<file path="src/rtl/pwm_duty_slew_limiter.sv">
// Slew-rate limiter for the PWM duty path: walks duty_out toward target_duty
// in steps of at most step_size per prescaler tick, or tracks it directly in bypass.
module pwm_duty_slew_limiter #(
    parameter int RAMP_DIV = 3333,
    parameter int DIV_W    = 16
) (
    input  logic       clk,
    input  logic       rst_n,
    input  logic [7:0] target_duty,
    input  logic [3:0] step_size,
    input  logic       ramp_en,
    output logic [7:0] duty_out,
    output logic       ramping,
    output logic       done_pulse
);

    localparam logic [1:0] ST_IDLE = 2'd0;
    localparam logic [1:0] ST_UP   = 2'd1;
    localparam logic [1:0] ST_DOWN = 2'd2;

    localparam logic [DIV_W-1:0] PRESC_LAST = DIV_W'(RAMP_DIV - 1);
    localparam logic [DIV_W-1:0] PRESC_ONE  = DIV_W'(1);

    logic [1:0]       state_reg, state_next;
    logic [DIV_W-1:0] presc_reg, presc_next;
    logic [7:0]       duty_reg, duty_next;
    logic             done_reg, done_next;

    logic             tick;
    logic             tgt_above, tgt_below;
    logic [3:0]       eff_step;
    logic [8:0]       step_9, gap_up, gap_down;

    always_comb begin
        eff_step  = (step_size == 4'd0) ? 4'd1 : step_size;
        step_9    = {5'd0, eff_step};
        tgt_above = (target_duty > duty_reg);
        tgt_below = (target_duty < duty_reg);
        // 9-bit gaps so the no-overshoot compare can never wrap at 0x00/0xFF
        gap_up    = {1'b0, target_duty} - {1'b0, duty_reg};
        gap_down  = {1'b0, duty_reg} - {1'b0, target_duty};
        tick      = (state_reg != ST_IDLE) && (presc_reg == PRESC_LAST);

        state_next = state_reg;
        presc_next = presc_reg;
        duty_next  = duty_reg;
        done_next  = 1'b0;

        if (!ramp_en) begin
            duty_next  = target_duty;
            state_next = ST_IDLE;
            presc_next = '0;
        end else if (state_reg == ST_IDLE) begin
            presc_next = '0;
            if (tgt_above) begin
                state_next = ST_UP;
            end else if (tgt_below) begin
                state_next = ST_DOWN;
            end
        end else if (!tgt_above && !tgt_below) begin
            // Target moved onto the current duty between ticks: quietly stop.
            state_next = ST_IDLE;
            presc_next = '0;
        end else begin
            // Direction follows the live target; the prescaler keeps running.
            state_next = tgt_above ? ST_UP : ST_DOWN;
            presc_next = tick ? '0 : presc_reg + PRESC_ONE;
            if (tick) begin
                if (tgt_above) begin
                    if (gap_up <= step_9) begin
                        duty_next  = target_duty;
                        done_next  = 1'b1;
                        state_next = ST_IDLE;
                    end else begin
                        duty_next = duty_reg + {4'd0, eff_step};
                    end
                end else begin
                    if (gap_down <= step_9) begin
                        duty_next  = target_duty;
                        done_next  = 1'b1;
                        state_next = ST_IDLE;
                    end else begin
                        duty_next = duty_reg - {4'd0, eff_step};
                    end
                end
            end
        end
    end

    always_ff @(posedge clk or negedge rst_n) begin
        if (!rst_n) begin
            state_reg <= ST_IDLE;
            presc_reg <= '0;
            duty_reg  <= 8'h00;
            done_reg  <= 1'b0;
        end else begin
            state_reg <= state_next;
            presc_reg <= presc_next;
            duty_reg  <= duty_next;
            done_reg  <= done_next;
        end
    end

    assign duty_out   = duty_reg;
    assign ramping    = (state_reg != ST_IDLE);
    assign done_pulse = done_reg;

endmodule

</file>
<file path="config.mk">
export PLATFORM = sky130hd
export DESIGN_NAME = pwm_duty_slew_limiter
export DESIGN_NICKNAME = d
export VERILOG_FILES = /design/src/rtl/pwm_duty_slew_limiter.sv
export SDC_FILE = /design/constraint.sdc
export NUM_CORES = 1
export LEC_CHECK = 0
export CAP_MARGIN = 20
export CELL_PAD_IN_SITES_DETAIL_PLACEMENT = 1
export CELL_PAD_IN_SITES_GLOBAL_PLACEMENT = 2
export CORE_MARGIN = 5
export CORE_UTILIZATION = 33
export CTS_BUF_LIST = sky130_fd_sc_hd__clkbuf_8
export CTS_CLUSTER_DIAMETER = 50
export CTS_CLUSTER_SIZE = 10
export DETAILED_ROUTE_END_ITERATION = 7
export PLACE_DENSITY = 0.87
export REMOVE_ABC_BUFFERS = 1
export SYNTH_ARGS = -nofsm -noshare
export SYNTH_HDL_FRONTEND = slang
export SYNTH_SLANG_ARGS = --single-unit
</file>
<file path="constraint.sdc">
create_clock -name clk -period 2.7 [get_ports clk]
set_input_delay 0.675 -clock clk [delete_from_list [all_inputs] [get_ports clk]]
set_output_delay 0.675 -clock clk [all_outputs]
set_load 0.005 [all_outputs]
</file>
Word level (Yosys, flattened, before mapping)
Cells that the tools add are included.
Widths: inputs -> output; s select.
{"block": "totals", "ff_bits": 27, "latchBits": 0, "mem_bits_rw": 0, "mem_bits_ro": 0, "output_inout_bits": 10, "word_cells": 55, "mem_count": 0}
{"block": "classes", "n_addsub": 5, "multipliers": 0, "div_mod_pow": 0, "order_cmp": 4, "eq_ne": 5, "shift": 0, "muxes": 29, "n_bitwise": 0, "reduce_logical": 8}
{"operator": "$mux 16", "n": 4}
{"operator": "$mux 8", "n": 7}
{"operator": "$mux 2", "n": 10}
{"operator": "$le 9x4->1", "n": 2}
{"operator": "$sub 8x8->9", "n": 2}
{"operator": "$add 16x1->16 const B", "n": 1}
{"operator": "$eq 16x12->1 const B", "n": 1}
{"operator": "$add 8x4->8", "n": 1}
{"operator": "$gt 8x8->1", "n": 1}
{"operator": "$lt 8x8->1", "n": 1}
{"operator": "$sub 8x4->8", "n": 1}
{"operator": "$mux 1", "n": 7}
{"operator": "$logic_not 4->1", "n": 1}
{"operator": "$mux 4", "n": 1}
{"operator": "$ne 2x2->1 const B", "n": 2}
{"operator": "$ne 4x4->1 const B", "n": 1}
{"operator": "$reduce_and 3->1", "n": 1}
{"operator": "$logic_and 1x1->1", "n": 2}
{"operator": "$logic_not 1->1", "n": 2}
{"operator": "$logic_not 2->1", "n": 1}
{"operator": "$ne 2x1->1 const B", "n": 1}
{"operator": "$reduce_bool 2->1", "n": 1}

Logic depth before layout (Yosys ltp)
{"block": "logic_depth", "word_depth": 9, "ltp_mapped": 15, "mapped_depth_nobuf": 14}

Worst setup path after synthesis
No wires, ideal clock.
{"block": "synth_path", "path_kind": "input -> register", "startpoint": "input target_duty[2]", "endpoint": "register duty_reg[4], in the netlist duty_out[4]", "setup_ps": 132, "arrival_ps": 3131, "required_ps": 2568, "path_slack_ps": -563, "cell_stages": 15, "n_path_buf": 2, "path_cell_list": "inv_1 -> ha_1 -> buf_6 -> a21oi_4 -> nand2_1 -> xor2_1 -> ha_1 -> and4_1 -> a21oi_1 -> nor4_1 -> and4_1 -> buf_2 -> mux2_4 -> o41ai_2 -> a21oi_1"}
{"block": "synth_between", "elab_chain_len": 8, "word_cells_on_any_way": 18, "cone_classes": "2 x add/sub; 4 x order compare; 1 x eq/ne; 7 x mux; 4 x reduce/logical"}
{"item": "start: declaration", "line": "9", "rtl": "input logic [7:0] target_duty,"}
{"item": "$sub 8x8->9 (on tied branches)", "line": "41, 40"}
{"item": "$le 9x4->1 (on tied branches)", "line": "78, 70"}
{"item": "$mux 8 (on tied branches)", "line": "78, 70"}
{"item": "$mux 8", "line": "69", "rtl": "if (tgt_above) begin"}
{"item": "$mux 8", "line": "68", "rtl": "if (tick) begin"}
{"item": "$mux 8", "line": "60", "rtl": "end else if (!tgt_above && !tgt_below) begin"}
{"item": "$mux 8", "line": "53", "rtl": "end else if (state_reg == ST_IDLE) begin"}
{"item": "$mux 8", "line": "49", "rtl": "if (!ramp_en) begin"}
{"item": "end signal: assignment", "line": "99", "rtl": "duty_reg <= duty_next;"}
{"item": "end: declaration", "line": "26", "rtl": "logic [7:0] duty_reg, duty_next;"}
Several ways; a longest one is shown, not always the timed one. The select of a mux whose other input is x is not followed.
A chain may end at the register's enable or synchronous reset.

Worst setup path after layout
{"block": "layout_path", "startpoint": "input target_duty[0]", "endpoint": "register duty_reg[7], in the netlist duty_out[7]"}
Same word-level chain as after synthesis.

==> impl_summary.log <==
[metrics] area of the mapped netlist: about 3000 um2
[metrics] initial drt markers: 163
[metrics] remaining antenna violation count: 0
[metrics] I/O Buffers: 24
[metrics] global route overflow: 0
[metrics] Hold Violations, Final: 0
[metrics] Inserted Diodes: 0
[metrics] hold path start: presc_reg[0]
[metrics] Critical-path top delay cell: sky130_fd_sc_hd__a2111oi_4
[metrics] floorplan die height: 106 um
[metrics] placed instance area: roughly 4000 um2
[metrics] largest family of logic cells by synthesized area: compound AO/OA/AOI/OAI gates
[metrics] fraction of synthesis flops using an asynchronous set or reset pin: 1.00
[metrics] Ys Warns: 0
[metrics] CTS clock-pin slew for the worst setup and hold paths: 100 ps
[metrics] Pre-antenna DRT Iters: 4
[metrics] ratio of cells with drive above 1 in the final layout: 0.378
[metrics] Worst Tran Pin Value: 574 ps
[metrics] reported leakage power: 2.04 nW
[metrics] part of the Yosys area used for sequential elements: 0.221
[metrics] number of distinct library cells after synthesis: 67
[metrics] violated checks: negative setup slack
[metrics] share of the cycle needed by the critical path after routing: 1.24
[metrics] area of the die: 11300 um2
[metrics] WP data required: around 2900 ps
[metrics] number of endpoints failing setup at the final stage: 11
[metrics] Avg Inst Size Synth: between 8 and 9 um2
[metrics] Initial Utilization: 0.335
[metrics] most used flip-flop cell after synthesis: sky130_fd_sc_hd__dfrtp_1
[metrics] path type of the worst min-delay path: register to register
[metrics] core box area: 9110 um2
[metrics] final design instance area without fill: 4610 um2
[metrics] via count: 3318
[metrics] post-synthesis sequential element count: 27
[metrics] nature of the critical path endpoint: register
[metrics] area added between synthesis and finish: 51.0%
[metrics] Max Fclk: about 300 MHz
[metrics] count of pins on the block boundary: 25
[metrics] global-route total usage across every layer: 0.198
[metrics] pin count of the biggest net entering global routing: 28
[metrics] DP HPWL: 8580 um
[metrics] number of global-route vias before repair: between 3000 and 4000
[metrics] aggregate routed wire length: between 10000 and 15000 um
[metrics] cell count after synthesis: approximately 370
[metrics] IR drop worst, VDD: approximately 0.00023 V
[metrics] Max-Cap Viols: 0
[metrics] clock sink count: 27
[metrics] Worst Path Max Fanout: 4
[metrics] fillcell total: roughly 1100
[metrics] TritonCTS clock tree: built
[metrics] Layout Nets: 559
[metrics] Worst path max stage delay: around 390 ps
[metrics] wire length of the first global-routing pass: 18000 um
[metrics] RSZ-0062 raised after global routing: yes
[metrics] multiplexer share of the synthesized area: 0.0115
[metrics] row count: 35
[metrics] synthesized-area fraction occupied by adder cells: 0.166
[metrics] Synth Area in XOR/XNOR: 0.0574
[metrics] Tmin final: between 3000 and 4000 ps
[metrics] maximum clock path buffer count: 2
[metrics] DRC violations left: 0
[metrics] global placement routability congestion: 0.873
[metrics] Clk Latency, worst-skew pair: 280 ps
[metrics] clk root buf: sky130_fd_sc_hd__clkbuf_8
[metrics] area fraction in compound gates after synthesis: 0.241
[metrics] count of pins over their slew limit: 0
[metrics] Critical Setup Path Class: input pin to register
[metrics] final sum of negative setup slack: -5580 ps
[metrics] Pwr per Cell Area: between 400 and 500 nW/um2
[metrics] Setup Skew: 2.85 ps
[metrics] worst-case setup margin in the final layout: -649 ps
[metrics] number of flip-flops in the largest register: 16
[metrics] initial antenna violation count: 0
[metrics] endpoint arrival time on the critical path: 3520 ps
[metrics] number of enable flip-flop cells after synthesis: 0
[metrics] Reg2Reg Launch Point: duty_out[2]
[metrics] Startpoint Class: input pin
[metrics] fraction of the mapped netlist area in simple logic gates: 0.228
[metrics] Max-Slew Margin vs Limit: 0.616
[metrics] ordered cell list for the critical path: buf_6 -> ha_4 -> buf_4 -> nand3b_1 -> nand2_2 -> xor2_1 -> ha_1 -> nor2_2 -> a41oi_4 -> a2111oi_4 -> nand3_2 -> o21ai_4 -> buf_6 -> nor2_2 -> a311oi_1 -> o31ai_1
[metrics] routed length per instance: 19.1 um
[metrics] Crit. Startpoint: target_duty[0]
[metrics] CTS HTree Levels: 1
[metrics] chip width: 106 um
[metrics] per-cell via count in the routed design: ~5.4
[metrics] run status: complete, but fails checks
[metrics] clock buffer count from CTS: 3
-- per-layer routing --
layer,global-route usage,routed length (um),vias up
li1,-,-,1571
met1,0.259,5100,1631
met2,0.348,5910,87
met3,0.0188,435,29
met4,0.0481,342,0
met5,0,0,-
-- final timing paths --
| check | endpoint | slack (ps) | depth (start not counted) |
|---|---|---|---|
| hold / removal | presc_reg[0] | 510 | 1 |
| setup reg to reg | duty_out[7] | -620 | 14 |
| setup / recovery | duty_out[7] | -650 | 16 |
| max in group asynchronous | duty_out[1] | 1640 | 2 |
| min in group asynchronous | presc_reg[15] | 770 | 2 |
| hold reg to reg | presc_reg[0] | 510 | 1 |
-- Yosys cell counts (all sizes together), types with 3 or more instances --
library cell	n	area share
nor2b	4	0.0082
and2	3	0.0066
nor3	5	0.0098
fa	4	0.026
o211ai	6	0.015
o22ai	5	0.010
nand3b	7	0.017
a221oi	3	0.0086
clkbuf	4	0.0049
a211oi	7	0.019
nand2	19	0.023
xnor2	10	0.029
buf	9	0.023
ha	34	0.14
inv	38	0.047
dfrtp	27	0.22
nand3	13	0.025
nand4	7	0.014
nand2b	6	0.012
o21bai	5	0.012
a21oi	26	0.052
nor2	53	0.069
xor2	10	0.029
and3	5	0.010
o21ai	17	0.032
-- critical path: cells and delay by family --
kind / cells / cell delay, ps
adder cells (fa/ha/maj): 2 / 450
XOR/XNOR: 1 / 190
AO/OA/AOI/OAI: 5 / 1090
buffers and inverters: 3 / 360
AND/OR/NAND/NOR: 5 / 750
-- cell type report --
type / instances / area, um2 / area share
well taps: 111 / 139 / 0.0301
clock inverters: 1 / 5.00 / 0.00109
repair buffers: 145 / 1190 / 0.257
flip-flops and latches: 27 / 677 / 0.147
clock buffers: 3 / 41.3 / 0.00896
inverters: 38 / 148 / 0.0320
multi-input cells: 291 / 2410 / 0.523
-- layout by cell type (no fill, tap or decap), types with 3 or more instances in the layout --
master	count
sky130_fd_sc_hd__nor2b_1	3
sky130_fd_sc_hd__a211oi_1	5
sky130_fd_sc_hd__nor2_1	48
sky130_fd_sc_hd__buf_6	7
sky130_fd_sc_hd__clkbuf_8	3
sky130_fd_sc_hd__o21ai_0	10
sky130_fd_sc_hd__a21oi_2	4
sky130_fd_sc_hd__nand3b_1	7
sky130_fd_sc_hd__nand2_1	17
sky130_fd_sc_hd__buf_4	115
sky130_fd_sc_hd__clkdlybuf4s50_1	20
sky130_fd_sc_hd__fa_1	3
sky130_fd_sc_hd__inv_1	30
sky130_fd_sc_hd__o211ai_1	6
sky130_fd_sc_hd__ha_1	23
sky130_fd_sc_hd__a21oi_4	5
sky130_fd_sc_hd__xor2_1	9
sky130_fd_sc_hd__nand3_1	11
sky130_fd_sc_hd__xnor2_1	10
sky130_fd_sc_hd__o22ai_1	5
sky130_fd_sc_hd__inv_2	6
sky130_fd_sc_hd__o21bai_1	5
sky130_fd_sc_hd__nor2_2	4
sky130_fd_sc_hd__nand2b_1	6
sky130_fd_sc_hd__dfrtp_1	26
sky130_fd_sc_hd__o21ai_1	4
sky130_fd_sc_hd__ha_4	10
sky130_fd_sc_hd__and3_1	5
sky130_fd_sc_hd__a21oi_1	17
sky130_fd_sc_hd__nand4_1	7
sky130_fd_sc_hd__nor3_1	3
-- cell families after synthesis --
family	count (synthesis)
buf+inv	51
fa+ha+maj	38
flops	27
simple gates	135
mux	3
xor+xnor	20
compound gates	95
-- repair_timing --
item | 4_1_cts | 5_1_grt
pin swaps | 23 | 29
buffers inserted | 11 | 17
resized for setup | 60 | 26
hold buffers | 0 | 0
setup endpoints to repair | 27 | 27
gates cloned | 0 | 0
-- per-stage QoR --
step           setup WS, ps  power, W  hold WS [ps]  utilization  instances
3_5_place_dp          -1460   0.00145           496        0.448        587
2_1_floorplan          -597  0.000976           379            -        356
5_1_grt                -704   0.00208           533        0.506        616
6_report               -649   0.00196           510        0.506        616
4_1_cts                -640   0.00182           510        0.483        601
3_3_place_gp          -1320   0.00140           488        0.448        587
-- power by group --
part	internal (W)	total (W)	switching (W)
sequential	0.000424	0.000445	0.0000214
combinational	0.000632	0.00127	0.000637
clock	0.000104	0.000243	0.000139
total	0.00116	0.00196	0.000798
(Power assumes the default switching activity.)
